**src/rtl/pe_pkg.sv**
```systemverilog
// pe_pkg: shared definitions for the PE read master.
//   - Default widths/depths for the PE-side address, data word, request
//     queue and the outstanding-read window.
//   - Issue FSM state enum, also exported on the master's debug port.
//   - pe_byte_addr(): SDRAM byte address = base + PE offset, mod 2^32.
package pe_pkg;

    localparam int ADDR_W_DEF  = 17;
    localparam int DATA_W_DEF  = 16;
    localparam int QDEPTH_DEF  = 4;
    localparam int MAX_OUT_DEF = 4;

    typedef enum logic [1:0] {
        ST_IDLE  = 2'd0,
        ST_ISSUE = 2'd1,
        ST_HOLD  = 2'd2
    } issue_state_e;

    // The caller zero-extends the offset; the sum wraps naturally at 32 bits.
    function automatic logic [31:0] pe_byte_addr(input logic [31:0] base,
                                                 input logic [31:0] offs);
        return base + offs;
    endfunction

endpackage

```
**src/rtl/pe_req_fifo.sv**
```systemverilog
// pe_req_fifo: synchronous request FIFO holding SDRAM byte addresses.
// Ports:
//   clk, rst      clock, synchronous active-high reset (empties the FIFO)
//   push          write request; push_data is the word to store
//   push_accept   push is taken this cycle (not full, or full with a pop)
//   pop           remove the head entry (ignored when empty)
//   head          current head entry (first-word fall-through)
//   full, empty   occupancy flags; count is the number of stored entries
module pe_req_fifo
    import pe_pkg::*;
#(
    parameter int WIDTH = 32,
    parameter int DEPTH = QDEPTH_DEF
) (
    input  logic                       clk,
    input  logic                       rst,
    input  logic                       push,
    input  logic [WIDTH-1:0]           push_data,
    output logic                       push_accept,
    input  logic                       pop,
    output logic [WIDTH-1:0]           head,
    output logic                       full,
    output logic                       empty,
    output logic [$clog2(DEPTH+1)-1:0] count
);

    localparam int PTR_W = (DEPTH > 1) ? $clog2(DEPTH) : 1;
    localparam int CNT_W = $clog2(DEPTH + 1);

    logic [WIDTH-1:0] mem [DEPTH];
    logic [PTR_W-1:0] wr_ptr;
    logic [PTR_W-1:0] rd_ptr;
    logic [CNT_W-1:0] cnt;
    logic             pop_ok;

    // Pointers wrap explicitly so DEPTH need not be a power of two.
    function automatic logic [PTR_W-1:0] ptr_inc(input logic [PTR_W-1:0] p);
        return (p == PTR_W'(DEPTH - 1)) ? '0 : p + PTR_W'(1);
    endfunction

    assign full        = (cnt == CNT_W'(DEPTH));
    assign empty       = (cnt == '0);
    assign count       = cnt;
    assign head        = mem[rd_ptr];
    assign pop_ok      = pop && !empty;
    // A pop in the same cycle frees the slot the push is about to use.
    assign push_accept = push && (!full || pop_ok);

    always_ff @(posedge clk) begin
        if (push_accept) begin
            mem[wr_ptr] <= push_data;
        end
    end

    always_ff @(posedge clk) begin
        if (rst) begin
            wr_ptr <= '0;
            rd_ptr <= '0;
            cnt    <= '0;
        end else begin
            if (push_accept) wr_ptr <= ptr_inc(wr_ptr);
            if (pop_ok)      rd_ptr <= ptr_inc(rd_ptr);
            unique case ({push_accept, pop_ok})
                2'b10:   cnt <= cnt + CNT_W'(1);
                2'b01:   cnt <= cnt - CNT_W'(1);
                default: cnt <= cnt;
            endcase
        end
    end

endmodule

```
**src/rtl/pe_read_master.sv**
```systemverilog
// pe_read_master: turns PE read requests into Avalon-MM pipelined reads.
// Ports:
//   clk, rst              clock, synchronous active-high reset
//   master_en, addr_pe    PE request enable and PE-relative byte address
//   base_addr             SDRAM byte base added to every PE address
//   readdatavalid_pe      1-cycle pulse per returned word
//   readdata_pe           last returned word (held between pulses)
//   avm_*                 Avalon-MM read master (address/read/waitrequest,
//                         readdata/readdatavalid)
//   busy                  queue non-empty or reads in flight (registered)
//   overflow              sticky: a request was dropped on a full queue
//   state_dbg             current issue FSM state
//
// Handshake: a read is accepted on a cycle where avm_read=1 and
// avm_waitrequest=0; while waitrequest=1 the address and read stay frozen.
// Each accepted read is answered later by exactly one avm_readdatavalid
// cycle, in issue order; the PE side gets no backpressure.
module pe_read_master
    import pe_pkg::*;
#(
    parameter int ADDR_W  = ADDR_W_DEF,
    parameter int DATA_W  = DATA_W_DEF,
    parameter int QDEPTH  = QDEPTH_DEF,
    parameter int MAX_OUT = MAX_OUT_DEF
) (
    input  logic              clk,
    input  logic              rst,
    input  logic              master_en,
    input  logic [ADDR_W-1:0] addr_pe,
    input  logic [31:0]       base_addr,
    output logic              readdatavalid_pe,
    output logic [DATA_W-1:0] readdata_pe,
    output logic [31:0]       avm_address,
    output logic              avm_read,
    input  logic              avm_waitrequest,
    input  logic [DATA_W-1:0] avm_readdata,
    input  logic              avm_readdatavalid,
    output logic              busy,
    output logic              overflow,
    output issue_state_e      state_dbg
);

    localparam int OUT_W  = $clog2(MAX_OUT + 1);
    localparam int QCNT_W = $clog2(QDEPTH + 1);

    issue_state_e      state_q, state_d;
    logic              en_q;
    logic [ADDR_W-1:0] last_addr;
    logic [OUT_W-1:0]  outstanding, out_next;
    logic [QCNT_W-1:0] q_count, entries_next;
    logic [31:0]       q_head, req_addr;
    logic              q_full, q_empty, q_push_acc;
    logic              new_req, accept, ret_ok, issuable;
    logic              rdv_q, busy_q, overflow_q;
    logic [DATA_W-1:0] rdata_q;

    // A request is a rising master_en or a change of the captured address.
    assign new_req  = master_en && (!en_q || (addr_pe != last_addr));
    assign req_addr = pe_byte_addr(base_addr, 32'(addr_pe));

    assign avm_read = (state_q != ST_IDLE);
    assign accept   = avm_read && !avm_waitrequest;
    // Returns with nothing in flight (e.g. after a reset) are discarded.
    assign ret_ok   = avm_readdatavalid && (outstanding != '0);

    pe_req_fifo #(
        .WIDTH (32),
        .DEPTH (QDEPTH)
    ) u_req_fifo (
        .clk         (clk),
        .rst         (rst),
        .push        (new_req),
        .push_data   (req_addr),
        .push_accept (q_push_acc),
        .pop         (accept),
        .head        (q_head),
        .full        (q_full),
        .empty       (q_empty),
        .count       (q_count)
    );

    // Look ahead to next-cycle occupancy so a request pushed at T can be
    // on the bus at T+1, and so back-to-back reads need no idle gap.
    assign out_next     = outstanding + OUT_W'(accept) - OUT_W'(ret_ok);
    assign entries_next = q_count + QCNT_W'(q_push_acc) - QCNT_W'(accept);
    assign issuable     = (entries_next != '0) && (out_next < OUT_W'(MAX_OUT));

    always_comb begin
        state_d = state_q;
        unique case (state_q)
            ST_IDLE: begin
                if (issuable) state_d = ST_ISSUE;
            end
            ST_ISSUE, ST_HOLD: begin
                if (avm_waitrequest) state_d = ST_HOLD;
                else                 state_d = issuable ? ST_ISSUE : ST_IDLE;
            end
            default: state_d = ST_IDLE;
        endcase
    end

    always_ff @(posedge clk) begin
        if (rst) begin
            state_q     <= ST_IDLE;
            en_q        <= 1'b0;
            last_addr   <= '0;
            outstanding <= '0;
            rdv_q       <= 1'b0;
            rdata_q     <= '0;
            busy_q      <= 1'b0;
            overflow_q  <= 1'b0;
        end else begin
            state_q     <= state_d;
            en_q        <= master_en;
            if (new_req) last_addr <= addr_pe;
            outstanding <= out_next;
            rdv_q       <= ret_ok;
            if (ret_ok) rdata_q <= avm_readdata;
            busy_q      <= !q_empty || (outstanding != '0);
            overflow_q  <= overflow_q || (new_req && !q_push_acc);
        end
    end

    // Head is only meaningful while a read is presented.
    assign avm_address      = avm_read ? q_head : 32'h0;
    assign readdatavalid_pe = rdv_q;
    assign readdata_pe      = rdata_q;
    assign busy             = busy_q;
    assign overflow         = overflow_q;
    assign state_dbg        = state_q;

endmodule

```
**config.mk**
```make
export PLATFORM = sky130hd
export DESIGN_NAME = pe_read_master
export DESIGN_NICKNAME = d
export VERILOG_FILES = /design/src/rtl/pe_pkg.sv /design/src/rtl/pe_req_fifo.sv /design/src/rtl/pe_read_master.sv
export SDC_FILE = /design/constraint.sdc
export NUM_CORES = 1
export LEC_CHECK = 0
export ABC_AREA = 1
export CAP_MARGIN = 40
export CORE_AREA = 3 3 160 193
export CTS_BUF_LIST = sky130_fd_sc_hd__clkbuf_8
export DETAILED_ROUTE_END_ITERATION = 6
export DIE_AREA = 0 0 163 196
export MAX_ROUTING_LAYER = met4
export PLACE_DENSITY = 0.54
export SLEW_MARGIN = 20
export SYNTH_ARGS = -nofsm -noshare
export SYNTH_HDL_FRONTEND = slang
export SYNTH_SLANG_ARGS = --single-unit
```
**constraint.sdc**
```tcl
create_clock -name clk -period 9.5 [get_ports clk]
set_input_delay 1.9 -clock clk [delete_from_list [all_inputs] [get_ports clk]]
set_output_delay 1.9 -clock clk [all_outputs]
set_load 0.005 [all_outputs]
```
# Word level (Yosys, flattened, before mapping)
# Memories as Yosys holds them, arrays and structs flattened. A register that Yosys moved wholly into a read port is not among the register bits.
# Cells that the tools add are included.
# totals
mem_count	1
ramBits	128
elab_cells	66
inputBits	70
ff_bits	49
output_inout_bits	54
# op_classes
eq_ne	9
n_mux	12
magnitude_cmp	1
n_reduce_logical	23
n_addsub	9
# mem_list
name	depth	width	rd	rd_clocked_by_memory_dff	wr	line	rtl
u_req_fifo.mem	4	32	1	1	1	pe_req_fifo.sv:30	logic [WIDTH-1:0] mem [DEPTH];
# ops
operator	count
$add 32x17->32	1
$mux 32	1
$ne 17x17->1	1
$mux 2	6
$eq 2x2->1 const B	4
$logic_and 1x1->1	7
$add 3x1->3	2
$pmux 3 s2	1
$reduce_bool 3->1	2
$sub 3x1->3	2
$logic_not 1->1	5
$add 2x1->2 const B	2
$eq 2x1->1 const B	2
$logic_or 1x1->1	4
$pmux 2 s2	1
$reduce_bool 2->1	2
$add 3x1->3 const B	1
$eq 3x3->1 const B	1
$logic_not 3->1	1
$lt 3x3->1 const B	1
$mux 1	3
$sub 3x1->3 const B	1
$logic_not 2->1	1
$ne 2x2->1 const B	1
$reduce_or 2->1	1

# Depth between registers and ports, before layout
# logic_depth
word_depth	12
mapped_depth	19
ltp_nobuf	19

# Hierarchy
# A second synthesis with hierarchy kept.
# hier_totals
hier_cells	1072
hier_area_um2	9183.8
# modules_own_cells
module	seq_area_each_um2	instances	cells_each	area_per_inst_um2
pe_req_fifo	4023.9	1	376	5273.8
pe_read_master	840.8	1	696	3910.0

# Least setup slack after synthesis
# OpenSTA, ideal clock, no wires.
# synth_path
kind	input port to flip-flop
startpoint	input addr_pe[11]
endpoint	memory u_req_fifo.mem[0][0], enable pin
t_arrival_ns	3.842
path_buffers	0
setup_ns	0.421
cell_stages	8
t_required_ns	9.079
setup_slack_ns	5.237
cell_sequence	inv_1 -> o21ai_0 -> nor2_1 -> nand2_1 -> nor2_2 -> nand2_4 -> nand3_2 -> nor2_1
# synth_between
elab_chain_cells	6
# synth_lines
element	line	rtl
start, declared	pe_read_master.sv:29	input logic [ADDR_W-1:0] addr_pe,
$ne 17x17->1	pe_read_master.sv:58	assign new_req = master_en && (!en_q || (addr_pe != last_addr));
$logic_or 1x1->1	pe_read_master.sv:58	
$logic_and 1x1->1	pe_read_master.sv:58	
$logic_and 1x1->1	pe_req_fifo.sv:47	assign push_accept = push && (!full || pop_ok);
$mux 1	pe_req_fifo.sv:50	if (push_accept) begin
$mux 1 (not written as such)	pe_req_fifo.sv:51	mem[wr_ptr] <= push_data;
end, declared	pe_req_fifo.sv:30	
# No other way between the ends.

==> reports/metrics.csv <==
stage;metric;value;unit
worst_setup_path;path_depth;7;
worst_setup_path;cp_max_fo;33;
drt;met3WireLength;857;um
die;die_h;196;um
power_and_ir_drop;power;2.20;mW
timing;tns;0;ns
synthesis;ys_seq_elements;179;
worst_setup_path;crit_path_start_kind;flop;
die;num_rows;68;
worst_setup_path;rr_worst_depth;17;
synthesis;synth_top_area_cell;edfxtp_1;
drt;via_count;7042;
final_layout;n_antenna_cell;0;
timing;worstMarginPinSlew;0.696;ns
synthesis;synth-async-reset-ratio;0;%
timing;holdWs;0.459;ns
timing;rsz0062_at_grt;false;
die;die_w;163;um
worst_setup_path;crit_chain;buf_4 -> inv_1 -> buf_4 -> nor2_1 -> o21ai_0 -> a21oi_1 -> clkdlybuf4s50_1;
final_layout;regArea;4870;sq um
cts;clk_pin_slew;0.10;ns
final_layout;multi_input_area;3530;sq um
timing;post-route-period-util;48.8;%
hold_path;hold_class;reg2reg;
timing;drv_slew;0;
drt;routedWlPerCell;15.0;um
synthesis;synth_xor_area_share;2.16;%
synthesis;synth.avg_cell_area;8.66;sq um
cts;cts_resized;0;
cts;clk_path_buf_depth;2;
drt;drtPass1Iterations;4;
die;dieArea;31900;sq um
timing;period_minus_slack;4.64;ns
global_routing;gr-total-overflow;0;
hold_path;worstHoldPathCells;2;
status;status;complete, no violations;
placement;gp_congestion;0.898;
cts;cts.sinks;179;
drt;drc;0;
cts;cts_made_buffers;17;
cts;htreeDepth;4;
cts;cts_root_buffer;clkbuf_8;
worst_setup_path;critical_path.endpoint_type;output port;
drt;drt_iter0_drc;390;
worst_setup_path;crit_arrival;2.74;ns
synthesis;synthTopCellsByArea;edfxtp_1, dfxtp_1, nor2_1;
die;coreArea;28900;sq um
synthesis;synth_edf_count;128;
timing;setup_ws;4.86;ns
worst_setup_path;crit_family;buffers and inverters;
synthesis;synthAdderAreaFrac;4.96;%
synthesis;yosysTopAreaCellShare;43.0;%
global_routing;gr-usage-all-layers;15.3;%
drt;wl_met2;11200;um
worst_setup_path;path_buf_inv;4;
global_routing;grt_max_degree;66;
timing;relSlewSlack;53.6;%
synthesis;synth-compound-area-share;10.2;%
synthesis;synth-simple-area-share;22.0;%
drt;drt-met1-wl;10800;um
drt;totalWireLength;23200;um
final_layout;drive_gt1_share;5.92;%
synthesis;yosysWarnings;0;
cts;post_cts_buffers;0;
die;boundaryPins;124;
timing;skew;0.0265;ns
synthesis;muxShareOfSynthArea;0;%
synthesis;synthTopCellsByCount;nor2_1, nand2_1, edfxtp_1;
synthesis;yosysMostFrequentCell;nor2_1;
synthesis;synth_top_family_by_area;simple AND/OR/NAND/NOR gates;
global_routing;antenna_found_initial;0;
synthesis;syn_nets;1135;
worst_setup_path;required;7.60;ns
synthesis;ys_seq_area_share;54.4;%
timing;max_freq;0.216;GHz
die;start_util;30.9;%
synthesis;synth-main-ff-cell;edfxtp_1;
global_routing;grt_pass1_vias;6907;
worst_setup_path;path_class;reg2out;
placement;hpwl;16500;um
cts;clock_latency;0.48;ns
final_layout;n_fill_cell;3007;
synthesis;synthDistinctLibCells;37;
drt;top_layer_used;met4;
worst_setup_path;cpMaxStageDelayCell;clkdlybuf4s50_1;
timing;finalSetupViolations;0;
cts;cts_tree;built;
synthesis;synthCells;1032;
drt;avgViaCountPerCell;4.54;
worst_setup_path;slowest_delay;0.56;ns
worst_setup_path;crit_top_cell;buf_4;
synthesis;syn_area;8940;sq um
placement;port_buffers;123;
drt;ant_nets;0;
cts;cts_hold_buf;0;
power_and_ir_drop;p_leak;4.45;nW
power_and_ir_drop;power_density;199;nW/um^2
global_routing;grt_pass1_wl;36600;um
run;max_cap_violations;0;
final_layout;syn_to_final_growth;23.8;%
final_layout;nets;1255;
power_and_ir_drop;ir_drop;126;uV
placement;dp_slack;4.74;ns
timing;hold_viol;0;
worst paths after layout:
| kind | startpoint | to | slack (ns) |
|---|---|---|---|
| worst max-delay path | flop | avm_address[12] | 4.86 |
| worst min-delay path | overflow$_SDFF_PP0_ | overflow$_SDFF_PP0_ | 0.46 |
| worst max register to register | state_dbg[1]$_SDFFE_PP0P_ | state_dbg[1]$_SDFFE_PP0P_ | 6.44 |
| worst min register to register | overflow$_SDFF_PP0_ | overflow$_SDFF_PP0_ | 0.46 |
area by class of cell:
cell class / count / share of cell area, %
clock buffers: 17 / 2.11
clock inverters: 15 / 1.89
inverters: 104 / 3.57
multi-input cells: 716 / 31.9
flip-flops and latches: 179 / 44.0
well taps: 385 / 4.35
repair buffers: 134 / 12.2
power by group:
group	switching, mW	internal, mW	total [mW]
combinational	0.369	0.297	0.666
sequential	0.0308	0.935	0.966
clock	0.316	0.253	0.568
total	0.716	1.49	2.20
cells by family (layout without fill, tap and decap cells):
group / count (synthesis) / after routing
compound gates: 177 / 177
xor+xnor: 22 / 22
buf+inv: 137 / 270
simple gates: 484 / 484
flops: 179 / 179
fa+ha+maj: 33 / 33
metrics by stage:
| step | std cells | utilization, % | area (sq um) |
|---|---|---|---|
| after global routing | 1550 | 38.3 | 11100 |
| after global placement | 1515 | 36.5 | 10600 |
| final | 1550 | 38.3 | 11100 |
| after floorplan | 1032 | - | 8940 |
| after CTS | 1550 | 38.3 | 11100 |
| after detailed placement | 1518 | 36.7 | 10600 |
worst register-to-register path: stages, from the launching register on:
cell and delay, ns:
dfxtp_1 0.34, inv_1 0.08, ha_2 0.49, nor2_1 0.16, inv_1 0.12, nand4_1 0.18, nand3_2 0.26, inv_1 0.08
ha_1 0.21, fa_1 0.42, nor2_1 0.11, nand3b_1 0.08, nand2_1 0.06, inv_1 0.04, nor2_1 0.16, nand2_1 0.07
nand2_1 0.06, nor2_1 0.05
metal layers:
layer / vias up / track usage (%)
met3: 24 / 2.98
met4: 0 / 4.48
met1: 3259 / 19.2
met2: 133 / 25.2
li1: 3626 / -
met5: - / -
flip-flops by register name, indices dropped and copies added (netlist names), named ones only:
name               cells
last_addr             17
u_req_fifo.count       3
readdata_pe           16
readdatavalid_pe       1
outstanding            3
u_req_fifo.rd_ptr      2
overflow               1
en_q                   1
u_req_fifo.mem       128
u_req_fifo.wr_ptr      2
state_dbg              2
busy                   1
cell usage in the layout, fill, tap and decap left out, types with 4 or more instances in the layout:
cell and count:
nand4_1 9, xor2_1 18, nor2_1 253, inv_1 100, fa_1 4, clkdlybuf4s50_1 123
o21ai_0 99, inv_6 5, o21ai_1 14, a21oi_1 55, inv_8 5, nand2_1 157
nor3_1 7, o21bai_1 4, buf_4 8, edfxtp_1 128, nor2_2 16, xnor2_1 4
ha_1 28, clkbuf_8 17, nand3_1 32, dfxtp_1 50
(Power assumes the default switching activity.)
